`src/rtl/piso_pkg.sv`:
```
// Shared definitions for the PISO serializer.
//   state_e   : FSM states (IDLE, SHIFT)
//   cnt_width : bits needed for a counter holding 0..n, i.e. ceil(log2(n+1))
package piso_pkg;

    typedef enum logic {
        IDLE  = 1'b0,
        SHIFT = 1'b1
    } state_e;

    function automatic int unsigned cnt_width(input int unsigned n);
        int unsigned w;
        w = 1;
        for (int unsigned i = 1; i < 32; i++) begin
            if ((64'd1 << i) < (64'(n) + 64'd1)) begin
                w = i + 1;
            end
        end
        return w;
    endfunction

endpackage

```
`src/rtl/piso_bit_counter.sv`:
```
// Frame bit counter: synchronous clear/increment, wraps to 0 after LAST.
//   clk_i   : clock (rising edge)
//   rst_ni  : synchronous active-low reset
//   clr_i   : force count to 0 (has priority over inc_i)
//   inc_i   : advance count by one, wrapping LAST -> 0
//   cnt_o   : current count
//   tc_o    : terminal count (cnt_o == LAST)
module piso_bit_counter #(
    parameter int unsigned CW   = 3,
    parameter int unsigned LAST = 3
) (
    input  logic          clk_i,
    input  logic          rst_ni,
    input  logic          clr_i,
    input  logic          inc_i,
    output logic [CW-1:0] cnt_o,
    output logic          tc_o
);

    logic [CW-1:0] cnt_q;
    logic [CW-1:0] cnt_d;

    assign tc_o  = (cnt_q == CW'(LAST));
    assign cnt_o = cnt_q;

    always_comb begin
        cnt_d = cnt_q;
        if (clr_i) begin
            cnt_d = '0;
        end else if (inc_i) begin
            cnt_d = tc_o ? '0 : cnt_q + CW'(1);
        end
    end

    always_ff @(posedge clk_i) begin
        if (!rst_ni) begin
            cnt_q <= '0;
        end else begin
            cnt_q <= cnt_d;
        end
    end

endmodule

```
`src/rtl/piso_serializer.sv`:
```
// Parallel-in serial-out serializer with valid/ready word handshake.
// A word is taken when IN_VALID && IN_READY at a rising edge; its bits then
// appear on SOUT one per cycle starting the next cycle, with SOUT_FIRST on
// the first bit and SOUT_LAST on the final bit. On the last bit a new word
// may be taken so frames run back to back.
//   CLK        : clock (rising edge)
//   RST        : synchronous active-low reset
//   IN         : parallel word
//   IN_VALID   : IN holds a word
//   IN_READY   : word accepted this cycle if IN_VALID
//   SOUT       : serial data
//   SOUT_VALID : SOUT carries a frame bit
//   SOUT_FIRST : first bit of frame
//   SOUT_LAST  : last bit of frame
// Build option: define PISO_PARITY_EN to append an even-parity bit
// (XOR of the data bits) to each frame.
module piso_serializer
    import piso_pkg::*;
#(
    parameter int unsigned WIDTH     = 4,
    parameter bit          MSB_FIRST = 1'b1
) (
    input  logic             CLK,
    input  logic             RST,
    input  logic [WIDTH-1:0] IN,
    input  logic             IN_VALID,
    output logic             IN_READY,
    output logic             SOUT,
    output logic             SOUT_VALID,
    output logic             SOUT_FIRST,
    output logic             SOUT_LAST
);

`ifdef PISO_PARITY_EN
    localparam int unsigned FRAME_LEN = WIDTH + 1;
`else
    localparam int unsigned FRAME_LEN = WIDTH;
`endif
    localparam int unsigned CW = cnt_width(WIDTH);

    state_e                 state_q, state_d;
    logic [FRAME_LEN-1:0]   shreg_q, shreg_d;
    logic [FRAME_LEN-1:0]   frame;
    logic [WIDTH-1:0]       ordered;
    logic [CW-1:0]          cnt;
    logic                   tc;
    logic                   last;
    logic                   ready;
    logic                   load;

    // The register always shifts toward its MSB, so the word is reordered
    // at load time to make the first frame bit land at the top.
    always_comb begin
        ordered = '0;
        for (int unsigned i = 0; i < WIDTH; i++) begin
            ordered[i] = MSB_FIRST ? IN[i] : IN[WIDTH-1-i];
        end
    end

`ifdef PISO_PARITY_EN
    assign frame = {ordered, ^IN};
`else
    assign frame = ordered;
`endif

    assign last = (state_q == SHIFT) && tc;

    always_comb begin
        state_d = state_q;
        shreg_d = shreg_q;
        ready   = 1'b0;
        unique case (state_q)
            IDLE: begin
                ready = 1'b1;
            end
            SHIFT: begin
                ready   = last;
                shreg_d = shreg_q << 1;
                if (last) begin
                    state_d = IDLE;
                end
            end
            default: begin
                state_d = IDLE;
            end
        endcase
        if (!RST) begin
            ready = 1'b0;
        end
        load = IN_VALID && ready;
        if (load) begin
            state_d = SHIFT;
            shreg_d = frame;
        end
    end

    always_ff @(posedge CLK) begin
        if (!RST) begin
            state_q <= IDLE;
            shreg_q <= '0;
        end else begin
            state_q <= state_d;
            shreg_q <= shreg_d;
        end
    end

    piso_bit_counter #(
        .CW   (CW),
        .LAST (FRAME_LEN - 1)
    ) u_bit_counter (
        .clk_i  (CLK),
        .rst_ni (RST),
        .clr_i  (load),
        .inc_i  (state_q == SHIFT),
        .cnt_o  (cnt),
        .tc_o   (tc)
    );

    assign IN_READY   = ready;
    assign SOUT_VALID = (state_q == SHIFT);
    assign SOUT       = (state_q == SHIFT) && shreg_q[FRAME_LEN-1];
    assign SOUT_FIRST = (state_q == SHIFT) && (cnt == '0);
    assign SOUT_LAST  = last;

endmodule

```
`config.mk`:
```
export PLATFORM = sky130hd
export DESIGN_NAME = piso_serializer
export DESIGN_NICKNAME = d
export VERILOG_FILES = /design/src/rtl/piso_pkg.sv /design/src/rtl/piso_bit_counter.sv /design/src/rtl/piso_serializer.sv
export SDC_FILE = /design/constraint.sdc
export NUM_CORES = 1
export LEC_CHECK = 0
export CORE_AREA = 2 2 39 41
export DETAILED_ROUTE_END_ITERATION = 7
export DIE_AREA = 0 0 41 43
export PLACE_DENSITY = 0.7
export REMOVE_ABC_BUFFERS = 1
export SYNTH_ARGS = -nofsm -noshare
export SYNTH_HDL_FRONTEND = slang
export SYNTH_SLANG_ARGS = --single-unit
```
`constraint.sdc`:
```
create_clock -name CLK -period 1.1 [get_ports CLK]
set_input_delay 0.22 -clock CLK [delete_from_list [all_inputs] [get_ports CLK]]
set_output_delay 0.22 -clock CLK [all_outputs]
set_load 0.05 [all_outputs]
```
==> reports/summary.txt <==
Slew at the pin closest to its max-slew limit -> 0.192 ns
Overall overflow remaining after global route -> 0
Kind of capture point of the worst setup path -> output port
Root Buffer -> sky130_fd_sc_hd__clkbuf_4
Number of clock sinks -> 8
CTS Buf Count -> 3
Top cell types by occurrence after synthesis -> sky130_fd_sc_hd__dfxtp_1, sky130_fd_sc_hd__mux2i_1, sky130_fd_sc_hd__nand2_1, sky130_fd_sc_hd__o211ai_1, sky130_fd_sc_hd__or2b_1
Avg Vias per Cell -> 4.68
Mean area per synthesized cell -> 9.67 um^2
Total Routed Length -> 1.03 mm
Diode insertion count for antenna repair -> 0
Final Critical Period -> 1.44 ns
CTS tree -> yes
Total global routing track utilization -> 0.132
Final-report hold violation count -> 0
Period utilization -> 1.31
Top-level I/O count -> 12
DR vias -> 407
Top cells by area in the synthesized netlist -> sky130_fd_sc_hd__dfxtp_1, sky130_fd_sc_hd__mux2i_1, sky130_fd_sc_hd__ha_1
Cell Area, Placed -> 668 um^2
Residual antenna-violating net count after detailed routing -> 0
Pin count of the biggest net entering global routing -> 13
Total number of yosys warnings -> 0
Post-synthesis to final-layout area growth -> 95.9%
Max Clock Freq -> 693 MHz
RePlAce Congestion -> 0.699
Vias in the first global route -> 401
Share of flip-flops with an asynchronous set or reset after synthesis -> 0
Post-layout worst setup margin -> -0.343 ns
Number of nets in the finished design -> 82
Dpl cells -> 79
Highest net fanout along the worst path -> 3
Number of register bits inferred by synthesis -> 8
Worst min-delay path startpoint -> IN[2]
Tightest Hold Check Type -> primary input to flip-flop
Initial antenna violation count -> 0
Buf/Inv on CP -> 2
Smallest hold slack -> 0.547 ns
Final non-filler cell area -> 833 um^2
Cell area after synthesis -> 425 um^2
H-Tree Level Count -> 1
Width of the die -> 41 um
Die Ht -> 43 um
Critical Path Start Type -> flip-flop
Number of synthesized flops with an enable pin -> 0
Violated checks -> setup timing
Total count of max-transition violations in the final report -> 0
Stage delay of the slowest cell on the critical path -> 0.35 ns
Share of the yosys chip area belonging to registers -> 0.376
Cell chain of the critical path -> ha_4 > nand2b_4 > a21boi_2 > buf_4 > buf_12
Worst Skew -> 0.000792 ns
Layout Cells excl Fill -> 87
Worst setup path class -> flip-flop to output port
Worst slew slack as a fraction of its limit -> 0.871
Number of detailed-routing iterations run before antenna repair -> 4
Post-route DRC -> 0
Cell taking the most area after synthesis -> sky130_fd_sc_hd__dfxtp_1
VDD IR max -> 0.578 mV
Setup slack, reg-to-reg -> 0.02 ns
Count of distinct cell types in the synthesized netlist -> 22
Number of DRC violations after detailed-routing iteration 0 -> 2
Mapped Cells -> 44
Cell with the largest stage delay on the worst path -> sky130_fd_sc_hd__dfxtp_2
RSZ-0062 raised after global routing -> true
Clock-pin slew reported for the worst setup and hold paths after clock tree synthesis -> 0.05 ns
Post-Route Setup TNS -> -1.10 ns
Core Footprint -> 0.00138 mm^2
HPWL Detailed -> 670 um
CP Data Arrival Time -> 1.22 ns
Longest Clk Path Bufs -> 2
Starting utilization of the core area -> 0.307
Skew-Pair Late Insertion Delay -> 0.25 ns
Global-route wire length before repair -> 1.57 mm
Die footprint -> 0.00176 mm^2
Leak Pwr -> 0.357 nW
Power density normalized to cell area -> 954 mW/mm^2
Worst path required time -> 0.88 ns
Worst reg2reg path startpoint -> SOUT_VALID
Start point of the critical path -> u_bit_counter.cnt_o[0]
Cell family with the largest share of critical-path delay -> flip-flops
Count of input and output buffers -> 11
Final core area utilization -> 0.602
Result of the run -> finished with violations
Portion of synthesized cell area occupied by the leading cell type -> 0.376
Finish-stage setup viols -> 4
Most numerous cell in the Yosys netlist -> sky130_fd_sc_hd__dfxtp_1
Average routed wire per standard cell -> 11.9 um
Top FF cell, synth -> sky130_fd_sc_hd__dfxtp_1
Ratio of cells with drive above 1 in the final layout -> 0.521
Placement Rows -> 14
Maximum capacitance violations -> 0
-- worst register-to-register path, cell delays in order, from the launching register on --
cell and delay (ns):
sky130_fd_sc_hd__dfxtp_2 0.32, sky130_fd_sc_hd__buf_6 0.12, sky130_fd_sc_hd__clkbuf_16 0.15, sky130_fd_sc_hd__a21boi_4 0.21, sky130_fd_sc_hd__mux2i_1 0.21
-- logic make-up after synthesis --
logic type      after synthesis  synth area share
compound gates                9             0.168
fa+ha+maj                     2            0.0588
buf+inv                       4            0.0471
flops                         8             0.376
mux                           4            0.0941
simple gates                 17             0.256
-- power breakdown --
group / internal [W] / total [W] / switching (W)
clock: 0.000124 / 0.000216 / 0.0000918
combinational: 0.000148 / 0.000259 / 0.000111
sequential: 0.000309 / 0.000320 / 0.0000114
total: 0.000581 / 0.000795 / 0.000214
-- sequential cells by signal (all words and copies together) (netlist names) --
register,flops
u_bit_counter.cnt_o,3
SOUT_VALID,1
shreg_q,4
-- cells in the final DEF (no fill, tap or decap), types with 3 or more instances in the layout --
| master | instances |
|---|---|
| sky130_fd_sc_hd__or2b_1 | 3 |
| sky130_fd_sc_hd__buf_12 | 5 |
| sky130_fd_sc_hd__clkdlybuf4s50_1 | 6 |
| sky130_fd_sc_hd__nand2_1 | 4 |
| sky130_fd_sc_hd__buf_6 | 5 |
| sky130_fd_sc_hd__buf_4 | 8 |
| sky130_fd_sc_hd__dfxtp_1 | 5 |
| sky130_fd_sc_hd__clkbuf_4 | 3 |
| sky130_fd_sc_hd__o211ai_1 | 3 |
| sky130_fd_sc_hd__mux2i_1 | 4 |
-- final timing paths --
| kind | end | cells after the start |
|---|---|---|
| setup / recovery | IN_READY | 5 |
| hold / removal | shreg_q[2] | 3 |
| setup reg to reg | shreg_q[3] | 4 |
| hold reg to reg | shreg_q[2] | 2 |
-- per-layer routing --
metal,vias up,wire [um],track usage
li1,211,-,-
met1,188,424,0.149
met2,8,570,0.219
met3,0,39,0.0314
met4,0,0,0.0600
met5,-,0,0
-- through the flow --
stage,power (W),setup WS [ns]
2_1_floorplan,0.000418,-0.945
3_3_place_gp,0.000525,-0.266
3_5_place_dp,0.000529,-0.278
4_1_cts,0.000782,-0.346
5_1_grt,0.000841,-0.404
6_report,0.000795,-0.343
-- layout make-up --
class | count | area (um^2)
flip-flops and latches | 8 | 166
fillers | 104 | 551
clock buffers | 3 | 22.5
well taps | 16 | 20.0
multi-input cells | 32 | 295
repair buffers | 26 | 317
inverters | 2 | 12.5
-- repair_timing --
action	4_1_cts	5_1_grt
pin swaps	4	4
hold buffers	0	0
endpoints found under the setup margin	9	11
cloned	0	1
gates resized for setup	20	6
buffers inserted	2	2
(Power assumes the default switching activity.)
==> RTL edit, RTL diff (same flow settings) <==
The parameter `WIDTH` goes from 4 to 5.
--- a/src/rtl/piso_serializer.sv
+++ b/src/rtl/piso_serializer.sv
@@ -17,7 +17,7 @@
 module piso_serializer
     import piso_pkg::*;
 #(
-    parameter int unsigned WIDTH     = 4,
+    parameter int unsigned WIDTH     = 5,
     parameter bit          MSB_FIRST = 1'b1
 ) (
     input  logic             CLK,
Interface: changed (resized IN); port bits go from 12 to 13. The function was not compared with the original's and may differ.
==> RTL edit against the original RTL <==
The flow still finishes with violations (negative setup slack). Fmax grew 2.7%. Synthesized cell count up 20%. Sequential cell count rose by 1. Hold slack worse by 0.065 ns. Die area did not move. Power up 17%. Routed wire length grew 0.58%. Worst setup slack gained 0.038 ns. Area after synthesis increased by 13%. Design area down 0.75%.
==> RTL edit: results (changes against the original RTL) <==
| Metric | Value |
|---|---|
| Final WS setup | `-0.306 ns (+0.0375 ns)` |
| Crit path DAT | `1.19 ns (-0.03 ns)` |
| Final setup vio count | `13 (+9)` |
| Placed cell areas | `717 µm² (+7.3%)` |
| M1 GR Usage | `17.5% (+2.6 points)` |
| Met2 wire length | `513 µm (-10%)` |
| Final Instance Count excl. Fillers | `96 (+10%)` |
| Crit path max fanout | `4 (+1)` |
| Cells on worst reg2reg path | `8 (+4)` |
| Fin nets | `91 (+11%)` |
| Failing checks | `negative setup slack` |
| Post-synth cell types | `21 (-4.5%)` |
| Pre-CTS setup slack | `-0.209 ns (+0.0692 ns)` |
| Setup TNS | `-2.35 ns (-1.25 ns)` |
| Static Leak | `0.345 nW (-3.4%)` |
| HPWL after DPL | `704 µm (+5.0%)` |
| Violation count after the first detailed-route iteration | `3 (+1)` |
| Largest net degree at the start of global routing | `11 (-2)` |
| Worst setup startpoint | `u_bit_counter.cnt_o[1]` |
| RePlAce Congestion | `0.703 (+0.62%)` |
| Via count | `452 (+11%)` |
| DR WL/cell | `10.8 µm (-8.8%)` |
| Endpoint, Worst Hold | `shreg_q[0]` |
| Worst-margin pin slew | `0.266 ns (+0.0733 ns)` |
| Post-synth top cells | `9 x dfxtp_1, 5 x mux2i_1, 5 x nand2b_1, 5 x o21ai_0` |
| Reg-to-reg critical path endpoint | `u_bit_counter.cnt_o[1]` |
| Worst reg2reg startpoint | `u_bit_counter.cnt_o[1]` |
| Met3 Track Usage GR | `6.28% (+3.1 points)` |
| Filler cells | `117 (+13%)` |
| Hold Crit Start | `shreg_q[0]` |
| Status | `finished, violations left` |
| # placed instances | `87 (+10%)` |
## RTL edit: changes by cell type after synthesis, moves of 2 or more
cell	before	now
nand2b_1	0	5
o21ai_0	0	5
a21oi_1	1	4
o211ai_1	3	0
or2b_1	3	0
and3b_1	2	0
nor2_1	1	3
nor2b_1	2	4
## RTL edit: area by class of cell
type,count,area share (%)
well taps,16,2.42
inverters,2,0.908
repair buffers,25,34.2
multi-input cells,40,36.8
flip-flops and latches,9,22.5
clock buffers,4,3.18
## RTL edit: power by group through the flow
stage	Clock, mW	Sequential (mW)	Combinational [mW]
after floorplan	0	0.386	0.113
after global placement	0	0.372	0.252
after detailed placement	0	0.372	0.255
after CTS	0.268	0.368	0.293
after global routing	0.291	0.370	0.321
final	0.260	0.367	0.302
## RTL edit: logic make-up (layout without fill, tap and decap cells)
kind of cell	after synthesis	in the layout	share of synthesized area, %
simple gates	19	19	22.9
mux	5	5	10.4
fa+ha+maj	2	2	5.19
compound gates	14	14	19.5
flops	9	9	37.4
buf+inv	4	31	4.67
